`src/rtl/clstr_mem_arb.sv`:
```
// clstr_mem_arb: round-robin merge of client cluster fetches onto the
// cluster memory stream, with an in-order source FIFO to route responses.
module clstr_mem_arb #(
    parameter int NUM_CLIENTS       = 4,
    parameter int RID_WIDTH         = 8,
    parameter int CLUSTER_IDX_WIDTH = 16,
    parameter int CLUSTER_WIDTH     = 256,
    parameter int SRC_FIFO_DEPTH    = 8
) (
    input  logic                                                  clk,
    input  logic                                                  arst_n,
    input  logic [NUM_CLIENTS-1:0]                                cl_req_empty_n,
    output logic [NUM_CLIENTS-1:0]                                cl_req_read,
    input  logic [NUM_CLIENTS*(CLUSTER_IDX_WIDTH+RID_WIDTH)-1:0]  cl_req_dout,
    input  logic [NUM_CLIENTS-1:0]                                cl_resp_full_n,
    output logic [NUM_CLIENTS-1:0]                                cl_resp_write,
    output logic [CLUSTER_WIDTH+RID_WIDTH-1:0]                    cl_resp_din,
    input  logic                                                  clstr_mem_req_stream_full_n,
    output logic                                                  clstr_mem_req_stream_write,
    output logic [CLUSTER_IDX_WIDTH+RID_WIDTH-1:0]                clstr_mem_req_stream_din,
    input  logic                                                  clstr_mem_resp_stream_empty_n,
    output logic                                                  clstr_mem_resp_stream_read,
    input  logic [CLUSTER_WIDTH+RID_WIDTH-1:0]                    clstr_mem_resp_stream_dout,
    output logic [$clog2(SRC_FIFO_DEPTH+1)-1:0]                   outstanding,
    output logic                                                  orphan_err
);

    localparam int RW = CLUSTER_IDX_WIDTH + RID_WIDTH;
    localparam int SW = (NUM_CLIENTS > 1) ? $clog2(NUM_CLIENTS) : 1;
    localparam int PW = (SRC_FIFO_DEPTH > 1) ? $clog2(SRC_FIFO_DEPTH) : 1;
    localparam int OW = $clog2(SRC_FIFO_DEPTH + 1);
    localparam logic [OW-1:0] DEPTH_C = OW'(SRC_FIFO_DEPTH);
    localparam logic [SW-1:0] LAST_C  = SW'(NUM_CLIENTS - 1);

    logic [SW-1:0] rr_ptr;
    logic [SW-1:0] gnt;
    logic          gnt_vld;
    logic [SW-1:0] head;
    logic [PW-1:0] wr_ptr;
    logic [PW-1:0] rd_ptr;
    logic [SW-1:0] src_mem [SRC_FIFO_DEPTH];
    logic          fifo_empty;
    logic          fifo_full;
    logic          issue;
    logic          deliver;
    logic          orphan;

    always_comb begin : arb
        int          k;
        logic [SW-1:0] cand;
        k       = 0;
        cand    = '0;
        gnt     = rr_ptr;
        gnt_vld = 1'b0;
        for (int i = 0; i < NUM_CLIENTS; i++) begin
            k    = (int'(rr_ptr) + i) % NUM_CLIENTS;
            cand = SW'(k);
            if (!gnt_vld && cl_req_empty_n[cand]) begin
                gnt     = cand;
                gnt_vld = 1'b1;
            end
        end
    end

    assign fifo_empty = (outstanding == '0);
    assign fifo_full  = (outstanding == DEPTH_C);
    assign head       = src_mem[rd_ptr];

    // Reset gates every handshake so nothing moves while arst_n is low.
    assign issue   = arst_n & gnt_vld & clstr_mem_req_stream_full_n & ~fifo_full;
    assign deliver = arst_n & clstr_mem_resp_stream_empty_n & ~fifo_empty
                   & cl_resp_full_n[head];
    assign orphan  = arst_n & clstr_mem_resp_stream_empty_n & fifo_empty;

    always_comb begin
        cl_req_read   = '0;
        cl_resp_write = '0;
        if (issue) cl_req_read[gnt] = 1'b1;
        if (deliver) cl_resp_write[head] = 1'b1;
    end

    assign clstr_mem_req_stream_write = issue;
    assign clstr_mem_req_stream_din   = cl_req_dout[gnt*RW +: RW];
    assign clstr_mem_resp_stream_read = deliver | orphan;
    assign cl_resp_din                = clstr_mem_resp_stream_dout;

    always_ff @(posedge clk or negedge arst_n) begin
        if (!arst_n) begin
            rr_ptr      <= '0;
            wr_ptr      <= '0;
            rd_ptr      <= '0;
            outstanding <= '0;
            orphan_err  <= 1'b0;
        end else begin
            if (issue) begin
                rr_ptr <= (gnt == LAST_C) ? '0 : gnt + 1'b1;
                wr_ptr <= wr_ptr + 1'b1;
            end
            if (deliver) rd_ptr <= rd_ptr + 1'b1;
            if (issue && !deliver) outstanding <= outstanding + 1'b1;
            else if (!issue && deliver) outstanding <= outstanding - 1'b1;
            if (orphan) orphan_err <= 1'b1;
        end
    end

    // Source IDs need no reset: only entries below outstanding are read.
    always_ff @(posedge clk) begin
        if (issue) src_mem[wr_ptr] <= gnt;
    end

endmodule

```
`config.mk`:
```
export PLATFORM = sky130hd
export DESIGN_NAME = clstr_mem_arb
export DESIGN_NICKNAME = d
export VERILOG_FILES = /design/src/rtl/clstr_mem_arb.sv
export SDC_FILE = /design/constraint.sdc
export NUM_CORES = 1
export LEC_CHECK = 0
export ABC_AREA = 1
export CAP_MARGIN = 20
export CORE_AREA = 8 8 253 255
export DETAILED_ROUTE_END_ITERATION = 7
export DIE_AREA = 0 0 261 263
export GPL_TIMING_DRIVEN = 0
export SLEW_MARGIN = 5
export SYNTH_ARGS = -nofsm -noshare
export SYNTH_HDL_FRONTEND = slang
export SYNTH_SLANG_ARGS = --single-unit
```
`constraint.sdc`:
```
create_clock -name clk -period 5.9 [get_ports clk]
set_clock_uncertainty 0.2 [all_clocks]
set_input_delay 1.18 -clock clk [delete_from_list [all_inputs] [get_ports clk]]
set_output_delay 1.18 -clock clk [all_outputs]
set_load 0.02 [all_outputs]
```
After elaboration in Yosys (flattened, before gate mapping)
Memories as Yosys holds them, arrays and structs flattened.
Index checks and enable logic that the tools add are counted.
{"block": "totals", "out_inout_bits": 303, "ram_bits": 16, "regBits": 13, "memories": 1}
{"name": "src_mem", "depth": 8, "word_bits": 2, "read_ports": 1, "rd_clocked_by_memory_dff": 0, "write_ports": 1, "line_no": "41", "rtl": "logic [SW-1:0] src_mem [SRC_FIFO_DEPTH];"}
{"block": "classes", "bitwise_logic": 10, "addsub": 8, "n_shift": 1, "reduce_logical": 14, "magnitude_cmp": 8, "n_eq_ne": 2, "n_mul": 1, "muxes": 28}
{"operator": "$shiftx A96 B8 Y24", "n": 1}
{"operator": "$lt A2 B3 Y1 const B", "n": 6}
{"operator": "$mux W4", "n": 4}
{"operator": "$mux W1", "n": 13}
{"operator": "$bmux W1 S2", "n": 5}
{"operator": "$mux W2", "n": 4}
{"operator": "$and A1 B1 Y1", "n": 7}
{"operator": "$logic_and A1 B1 Y1", "n": 7}
{"operator": "$add A3 B1 Y3 const B", "n": 2}
{"operator": "$logic_not A1 Y1", "n": 5}
{"operator": "$add A2 B1 Y2 const B", "n": 2}
{"operator": "$add A2 B2 Y2 const B", "n": 2}
{"operator": "$add A4 B1 Y4 const B", "n": 1}
{"operator": "$demux W1 S2", "n": 2}
{"operator": "$eq A4 B4 Y1 const B", "n": 1}
{"operator": "$ge A2 B1 Y1 const B", "n": 2}
{"operator": "$logic_not A4 Y1", "n": 1}
{"operator": "$mul A2 B2 Y4 const B", "n": 1}
{"operator": "$sub A4 B1 Y4 const B", "n": 1}
{"operator": "$eq A2 B2 Y1 const B", "n": 1}
{"operator": "$not A1 Y1", "n": 2}
{"operator": "$reduce_bool A2 Y1", "n": 1}
{"operator": "$or A1 B1 Y1", "n": 1}

Depth between registers and ports, before layout
Gate-level depths: netlist of the first run.
{"block": "depth", "word_depth": 19, "depth_mapped": 21, "mapped_depth_nobuf": 20}

Least setup slack after synthesis of the first run
No wires, ideal clock.
{"block": "synth_path", "kind": "input to output", "from": "input port cl_req_empty_n[3]", "to": "output port cl_req_read[1]", "t_required_ns": 4.520, "arrival_ns": 2.630, "slack_ns": 1.890, "cell_stages": 13, "path_buffers": 1, "cell_sequence": "nand2_1 -> nand3_1 -> nand2_2 -> nand2_1 -> nand2_1 -> nand2_1 -> nand2_2 -> nand2_2 -> buf_4 -> inv_1 -> ha_1 -> inv_1 -> nor2_1"}
{"block": "synth_between", "elab_chain_cells": 17, "word_cells_on_any_way": 30}
{"element": "start: declaration", "line_no": "12", "rtl": "input logic [NUM_CLIENTS-1:0] cl_req_empty_n,"}
{"element": "$bmux W1 S2", "line_no": "58", "rtl": "if (!gnt_vld && cl_req_empty_n[cand]) begin"}
{"element": "$mux W1 (not written as such)", "line_no": "58"}
{"element": "$mux W1", "line_no": "58"}
{"element": "$logic_not A1 Y1", "line_no": "58"}
{"element": "$logic_and A1 B1 Y1", "line_no": "58"}
{"element": "$mux W1", "line_no": "58"}
{"element": "$logic_not A1 Y1", "line_no": "58"}
{"element": "$logic_and A1 B1 Y1", "line_no": "58"}
{"element": "[... 2 more ...]"}
{"element": "$logic_and A1 B1 Y1", "line_no": "58"}
{"element": "$mux W2 *", "line_no": "58"}
{"element": "net gnt[0]", "line_no": "36", "rtl": "logic [SW-1:0] gnt;"}
{"element": "$lt A2 B3 Y1 (not written as such) / $ge A2 B1 Y1 (equally long branches)", "line_no": "78", "rtl": "if (issue) cl_req_read[gnt] = 1'b1;"}
{"element": "$logic_and A1 B1 Y1 (not written as such)", "line_no": "78"}
{"element": "$mux W1 (not written as such)", "line_no": "78"}
{"element": "$demux W1 S2 *", "line_no": "78"}
{"element": "$mux W4 *", "line_no": "78"}
{"element": "end: declaration", "line_no": "13", "rtl": "output logic [NUM_CLIENTS-1:0] cl_req_read,"}
Mark *: on every way through the listed nets, which the timed path passes. The rest lies on a longest branch. The select of a mux whose other input is x is not followed.

Worst setup path in the final report of the first run
{"block": "layout_path", "from": "input port cl_req_empty_n[2]", "to": "output port cl_req_read[3]"}
The elaborated chain is that of the path after synthesis.

==> results of run 1 <==
-- sequential cells by signal, indices dropped and copies added, names as in the netlist --
signal and flops:
src_mem 16, rd_ptr 3, orphan_err 1, wr_ptr 3, outstanding 4, rr_ptr 2
-- critical path: cells and delay by family --
family                     cells  cell delay [ns]
adders and majority gates      1             0.24
and+or+nand+nor               10             0.91
buffers and inverters          5             1.82
-- what timing repair did --
| action | 4_1_cts | 5_1_grt |
|---|---|---|
| gates resized for setup | 1 | 1 |
| pin swaps | 0 | 0 |
| endpoints found under the setup margin | 2 | 1 |
-- worst max-delay path by stage --
stage | startpoint | end | slack [ns] | cells after the start
after global routing | arst_n | clstr_mem_req_stream_write | -0.00007 | 6
after global placement | arst_n | clstr_mem_req_stream_write | -0.22 | 6
after CTS | arst_n | clstr_mem_req_stream_write | 0.04 | 6
final | cl_req_empty_n[2] | cl_req_read[3] | 0.36 | 16
after detailed placement | arst_n | clstr_mem_req_stream_write | -0.23 | 6
after floorplan | cl_req_empty_n[3] | cl_req_read[1] | 1.89 | 13
-- placed cells by master (no fill, tap or decap), drive strengths merged, types with 5 or more instances in the layout --
cell and count:
clkbuf 7, nor2 20, dfrtp 13, clkdlybuf4s50 409, inv 31, nand2 288
buf 284, ha 9, nand3 73, o21ai 5, edfxtp 16
-- final cells by class --
| class | count | share of cell area |
|---|---|---|
| Timing Repair Buffer | 410 | 0.405 |
| Buffer | 286 | 0.212 |
| Multi-Input combinational cell | 408 | 0.181 |
| Tap cell | 782 | 0.0966 |
| Sequential cell | 29 | 0.0795 |
| Clock buffer | 5 | 0.0123 |
| Inverter | 31 | 0.0117 |
| Clock inverter | 3 | 0.00173 |
| Antenna cell | 1 | 0.000247 |
-- cell families after synthesis --
logic type,share of synthesized area
AO/OA/AOI/OAI,0.0110
buffers and inverters,0.461
XOR/XNOR,0.00714
adder cells (fa/ha/maj),0.0270
AND/OR/NAND/NOR,0.329
flip-flops,0.164
-- metal layers --
layer / global-route usage / vias up
met5: 0 / -
met4: 0.0206 / 2
met3: 0.0293 / 30
met2: 0.152 / 389
met1: 0.0798 / 2517
li1: - / 2901
-- report_power, final --
group	switching [W]	leakage [nW]	total, W	internal (W)
Sequential	0.0000513	0.301	0.000362	0.000311
Clock	0.000110	0.0696	0.000265	0.000155
Combinational	0.00205	4.28	0.00344	0.00139
Total	0.00221	4.65	0.00407	0.00186
-- through the flow --
stage	power [W]	util	hold slack, ns	cell area, um^2
floorplan	0.00241	-	0.282	4900
global placement	0.00386	0.167	0.316	9990
detailed placement	0.00383	0.167	0.313	9990
CTS	0.00413	0.169	0.329	10100
global route	0.00443	0.169	0.374	10100
finish	0.00407	0.169	0.327	10100
==> impl_metrics.env, run 1 <==
export IMPL_outcome="finished, final reports clean"
export IMPL_worstHoldPathType="flip-flop to flip-flop"
export IMPL_grt_max_degree=20
export IMPL_seq_area_um2=806
export IMPL_drc=0
export IMPL_die_y_um=263
export IMPL_start_util=0.0819
export IMPL_r2r_start="rr_ptr[0]"
export IMPL_drt_iter0_markers=139
export IMPL_path_max_fanout=11
export IMPL_slew_headroom=0.387
export IMPL_finalSetupViolations=0
export IMPL_max_cap_violations=0
export IMPL_slowest_stage="clkdlybuf4s50_1"
export IMPL_critPathArrivalTime_ns=4.16
export IMPL_netlist_top_cells_area="buf_4, nand2_1, edfxtp_1, nand3_1, dfrtp_1"
export IMPL_reg2regPathDepth=18
export IMPL_synth_cell_types=29
export IMPL_grt_pass1_wl_um=41100
export IMPL_area_growth_pct=107
export IMPL_yosys_area_top_type="buf_4"
export IMPL_hold_depth=2
export IMPL_wire_per_inst_um=15.4
export IMPL_drt_wl_total_um=30100
export IMPL_core_area_um2=59900
export IMPL_cts_buffers=5
export IMPL_dieArea_um2=68600
export IMPL_syn_cell_area_um2=4900
export IMPL_hold_viol=0
export IMPL_crit_path_end_kind="output port"
export IMPL_drt_met1_wl_um=10600
export IMPL_async_flop_share=0.448
export IMPL_nNetsFinal=1553
export IMPL_finalSetupTns_ns=0
export IMPL_fin_cells=1955
export IMPL_ctsHtreeMaxLevel=2
export IMPL_critPathLaunchType="input port"
export IMPL_grt_usage=0.0794
export IMPL_synth_edf_count=16
export IMPL_fillers=6810
export IMPL_dp_cells=1946
export IMPL_syn_nets=1136
export IMPL_clk_latency_ns=0.28
export IMPL_crit_chain="clkdlybuf4s50_1 -> nand2_1 -> nand2_1 -> nand2_1 -> nand2_2 -> nand2_1 -> nand2_1 -> nand2_1 -> nand2_2 -> nand2_2 -> buf_4 -> inv_1 -> ha_1 -> inv_1 -> nor2_1 -> clkdlybuf4s50_1"
export IMPL_wl_met3_um=3400
export IMPL_hold_buffers=0
export IMPL_synth_ff_type="edfxtp_1"
export IMPL_final_antenna_net_count=0
export IMPL_synth_common_cells="buf_4, nand2_1, nand3_1"
export IMPL_rr_endpoint="outstanding[3]"
export IMPL_rows=90
export IMPL_multi_input_area_um2=1840
export IMPL_wl_met2_um=15500
export IMPL_synthCells=754
export IMPL_highest_layer="met5"
export IMPL_r2r_setup_slack_ns=2.48
export IMPL_cp_required_ns=4.52
export IMPL_layout_drive_gt1_share=0.269
export IMPL_max_freq_ghz=0.180
export IMPL_dpl_hpwl_um=27400
export IMPL_avgSynthCellArea_um2=6.50
export IMPL_die_w_um=261
export IMPL_p_leak_nw=4.65
export IMPL_min_to="wr_ptr[2]"
export IMPL_criticalPathCategory="input port to output port"
export IMPL_place_ws_ns=-0.225
export IMPL_gr_total_overflow=0
export IMPL_peakVddDrop_mv=0.477
export IMPL_yosys_area_top_type_share=0.419
export IMPL_fin_crit_ns=5.54
export IMPL_hold_start="wr_ptr[2]"
export IMPL_path_common_cell="nand2_1"
export IMPL_worst_slew_pin_transition_ns=0.919
export IMPL_slew_violations=0
export IMPL_cts_clk_slew_worst_paths_ns=0.06
export IMPL_ctsRootBufferMaster="clkbuf_16"
export IMPL_tritoncts="built"
export IMPL_fin_ws_ns=0.359
export IMPL_antenna_found_initial=3
export IMPL_synth_seq_cells=29
export IMPL_grt_pass1_vias=6204
export IMPL_period_share=0.939
export IMPL_clockBufferDepth=2
export IMPL_synth_warnings=0
export IMPL_detail_route_vias_per_cell=2.99
export IMPL_numClockSinks=29
export IMPL_postCtsSetupRepairBufs=0
export IMPL_synth_seq_area_share=0.164
export IMPL_port_buffers=410
export IMPL_vias=5839
export IMPL_firstDrtPassIters=4
export IMPL_cp_slowest_stage_delay_ns=0.67
export IMPL_place_congestion=0.854
export IMPL_powerDensity_nw_per_um2=402
export IMPL_pin_count=675
No activity file was read; power rests on OpenSTA's default activity.
==> inputs of run 2 (changes only) <==
--- a/config.mk
+++ b/config.mk
@@ -6,7 +6,6 @@
 export NUM_CORES = 1
 export LEC_CHECK = 0
 export ABC_AREA = 1
-export CAP_MARGIN = 20
 export CORE_AREA = 8 8 253 255
 export DETAILED_ROUTE_END_ITERATION = 7
 export DIE_AREA = 0 0 261 263
==> results of run 2 <==
No change in the layout: final DEF, timing and power equal those of run 1.
==> inputs of run 3 (changes only) <==
--- a/config.mk
+++ b/config.mk
@@ -5,10 +5,10 @@
 export SDC_FILE = /design/constraint.sdc
 export NUM_CORES = 1
 export LEC_CHECK = 0
-export ABC_AREA = 1
-export CORE_AREA = 8 8 253 255
+export ABC_AREA = 0
+export CORE_AREA = 8 8 254 256
 export DETAILED_ROUTE_END_ITERATION = 7
-export DIE_AREA = 0 0 261 263
+export DIE_AREA = 0 0 262 264
 export GPL_TIMING_DRIVEN = 0
 export SLEW_MARGIN = 5
 export SYNTH_ARGS = -nofsm -noshare
==> run 3 against run 2 <==
  * Combinational power down 54%
  * Critical path depth shrank 6
  * Core utilization down 1.2 points
  * Synthesized cell count shrank 38%
  * Via count is 24% lower
  * Routed wire length fell by 20%
  * Largest power group unchanged
==> impl_metrics.env, run 3 <==
export IMPL_outcome="finished, final reports clean"
export IMPL_largestRegisters="src_mem (16), outstanding (4)"
export IMPL_r2r_setup_slack_ns=2.63
export IMPL_layout_drive_gt1_share=0.324
export IMPL_syn_cell_area_um2=4310
export IMPL_tritoncts="built"
export IMPL_worstHoldPathType="flip-flop to flip-flop"
export IMPL_gr_total_overflow=0
export IMPL_pin_count=675
export IMPL_cts_clk_slew_worst_paths_ns=0.05
export IMPL_wire_per_inst_um=14.3
export IMPL_crit_path_end_kind="output port"
export IMPL_final_antenna_net_count=0
export IMPL_period_share=0.940
export IMPL_start_util=0.0709
export IMPL_peakVddDrop_mv=0.155
export IMPL_die_w_um=262
export IMPL_vias=4443
export IMPL_finalSetupViolations=0
export IMPL_drt_wl_total_um=24000
export IMPL_synth_common_cells="buf_4, mux2i_1, edfxtp_1"
export IMPL_hold_viol=0
export IMPL_worst_slew_pin_transition_ns=0.757
export IMPL_dieArea_um2=69200
export IMPL_rsz0062_at_grt="no"
export IMPL_cts_buffers=5
export IMPL_numClockSinks=29
export IMPL_grt_max_degree=20
export IMPL_antenna_found_initial=0
export IMPL_synth_cell_types=36
export IMPL_async_flop_share=0.448
export IMPL_cp_required_ns=4.52
export IMPL_finalSetupTns_ns=0
export IMPL_ctsHtreeMaxLevel=2
export IMPL_post_cts_resized=0
export IMPL_dpl_hpwl_um=22300
export IMPL_synth_ff_type="edfxtp_1"
export IMPL_yosys_area_top_type="buf_4"
export IMPL_path_max_fanout=11
export IMPL_netlist_top_cells_area="buf_4, mux2i_1, edfxtp_1, dfrtp_1, ha_1"
export IMPL_max_freq_ghz=0.180
export IMPL_r2r_start="rd_ptr[0]"
export IMPL_critPathLaunchType="input port"
export IMPL_setup_worst_path_end="cl_req_read[3]"
export IMPL_p_total_w=0.00223
export IMPL_cp_slowest_stage_delay_ns=0.56
export IMPL_max_cap_violations=0
export IMPL_criticalPathCategory="input port to output port"
export IMPL_p_leak_nw=4.03
export IMPL_synth_seq_cells=29
export IMPL_ctsRootBufferMaster="clkbuf_16"
export IMPL_mostFrequentLayoutCell="clkdlybuf4s50_1"
export IMPL_port_buffers=410
export IMPL_area_growth_pct=122
export IMPL_yosys_area_top_type_share=0.460
export IMPL_synth_edf_count=16
export IMPL_worstSetupStartpoint="cl_req_empty_n[0]"
export IMPL_avgSynthCellArea_um2=9.16
export IMPL_firstDrtPassIters=4
export IMPL_slowest_stage="clkdlybuf4s50_1"
export IMPL_grt_usage=0.0622
export IMPL_die_y_um=264
export IMPL_slew_headroom=0.495
export IMPL_reg2regPathDepth=13
export IMPL_largest_register_ffs=16
export IMPL_detail_route_vias_per_cell=2.64
export IMPL_clk_latency_ns=0.27
export IMPL_core_area_um2=60800
export IMPL_synth_warnings=0
export IMPL_grt_pass1_vias=5171
export IMPL_slew_violations=0
export IMPL_synth_most_common_cell="buf_4"
export IMPL_drt_iter0_markers=141
export IMPL_grt_pass1_wl_um=33400
export IMPL_syn_nets=853
export IMPL_clockBufferDepth=2
export IMPL_crit_chain="clkdlybuf4s50_1 -> nor2b_1 -> o21ai_0 -> o221ai_1 -> buf_2 -> buf_2 -> inv_1 -> ha_1 -> and2_1 -> clkdlybuf4s50_1"
export IMPL_postCtsSetupRepairBufs=0
export IMPL_rows=91
export IMPL_layout_common_cells="clkdlybuf4s50_1, buf_4, mux2i_1"
export IMPL_powerDensity_nw_per_um2=232
export IMPL_synth_seq_area_share=0.187
export IMPL_critPathArrivalTime_ns=4.17
export IMPL_rr_endpoint="outstanding[3]"
export IMPL_place_congestion=0.807
export IMPL_top_register="src_mem"
export IMPL_drc=0
export IMPL_nNetsFinal=1270
export IMPL_hold_buffers=0
export IMPL_synthCells=471
export IMPL_fin_crit_ns=5.55
==> run 3: changes by cell type in the layout (fill, tap and decap cells not counted), sizes merged, moves of 5 or more <==
cell	before	now
mux2	0	5
nor3	0	6
mux2i	0	79
inv	31	7
nand2	288	11
buf	284	274
nand3	73	3
nor2	20	6
==> run 3: worst min-delay path by stage <==
stage                     from  slack (ns)  cells past startpoint          to
finish              orphan_err        0.26                      1  orphan_err
global route        orphan_err        0.28                      1  orphan_err
CTS                 orphan_err        0.27                      1  orphan_err
detailed placement  orphan_err        0.25                      1  orphan_err
global placement    orphan_err        0.25                      1  orphan_err
floorplan            wr_ptr[0]        0.28                      1   wr_ptr[0]
==> run 3: per-stage QoR <==
step | std cells | cell area, um^2 | util | worst slack (ns) | hold slack (ns)
after global routing | 1679 | 9570 | 0.157 | 0.0196 | 0.276
after detailed placement | 1671 | 9410 | 0.155 | 0.211 | 0.254
after CTS | 1679 | 9570 | 0.157 | 0.213 | 0.269
after global placement | 1671 | 9410 | 0.155 | 0.247 | 0.251
final | 1682 | 9580 | 0.157 | 0.354 | 0.265
after floorplan | 471 | 4310 | - | 1.94 | 0.280
==> run 3: routing by layer <==
metal,share of wire,GRT usage,up-vias
li1,-,-,2131
met3,0.073,0.0161,24
met4,0.021,0.0146,0
met5,0,0,-
met2,0.51,0.110,239
met1,0.40,0.0742,2049
==> run 3: cell families (layout without fill, tap and decap cells) <==
family	count (synthesis)	count (layout)	synth area share
xor gates and xnor gates	8	8	0.0162
other	0	3	0
and+or+nand+nor	43	43	0.0525
AOI/OAI and AO/OA	12	12	0.0206
muxes	87	87	0.214
buffers and inverters	282	700	0.479
DFF	29	29	0.187
adders and majority gates	10	10	0.0308
==> run 3: worst max-delay path, delay by kind of cell <==
kind / cells / cell delay [ns]
AOI/OAI and AO/OA: 2 / 0.22
adders and majority gates: 1 / 0.29
buffers and inverters: 5 / 2.11
and+or+nand+nor: 2 / 0.34
==> run 3: report_power, final <==
group          total (W)  internal, W  switching (W)  leakage (nW)
Sequential      0.000365     0.000286      0.0000794         0.297
Combinational    0.00158     0.000817       0.000768          3.65
Clock           0.000275     0.000197      0.0000780        0.0785
==> run 3: final cells by class <==
class                   count  area, um^2
well taps                 790         988
plain buffers             275        2040
clock inverters             2        33.8
clock buffers               6         129
flip-flops and latches     29         806
repair buffers            410        4100
multi-input cells         160        1440
diodes                      3        7.51
inverters                   7        26.3
fillers                  6897       51200
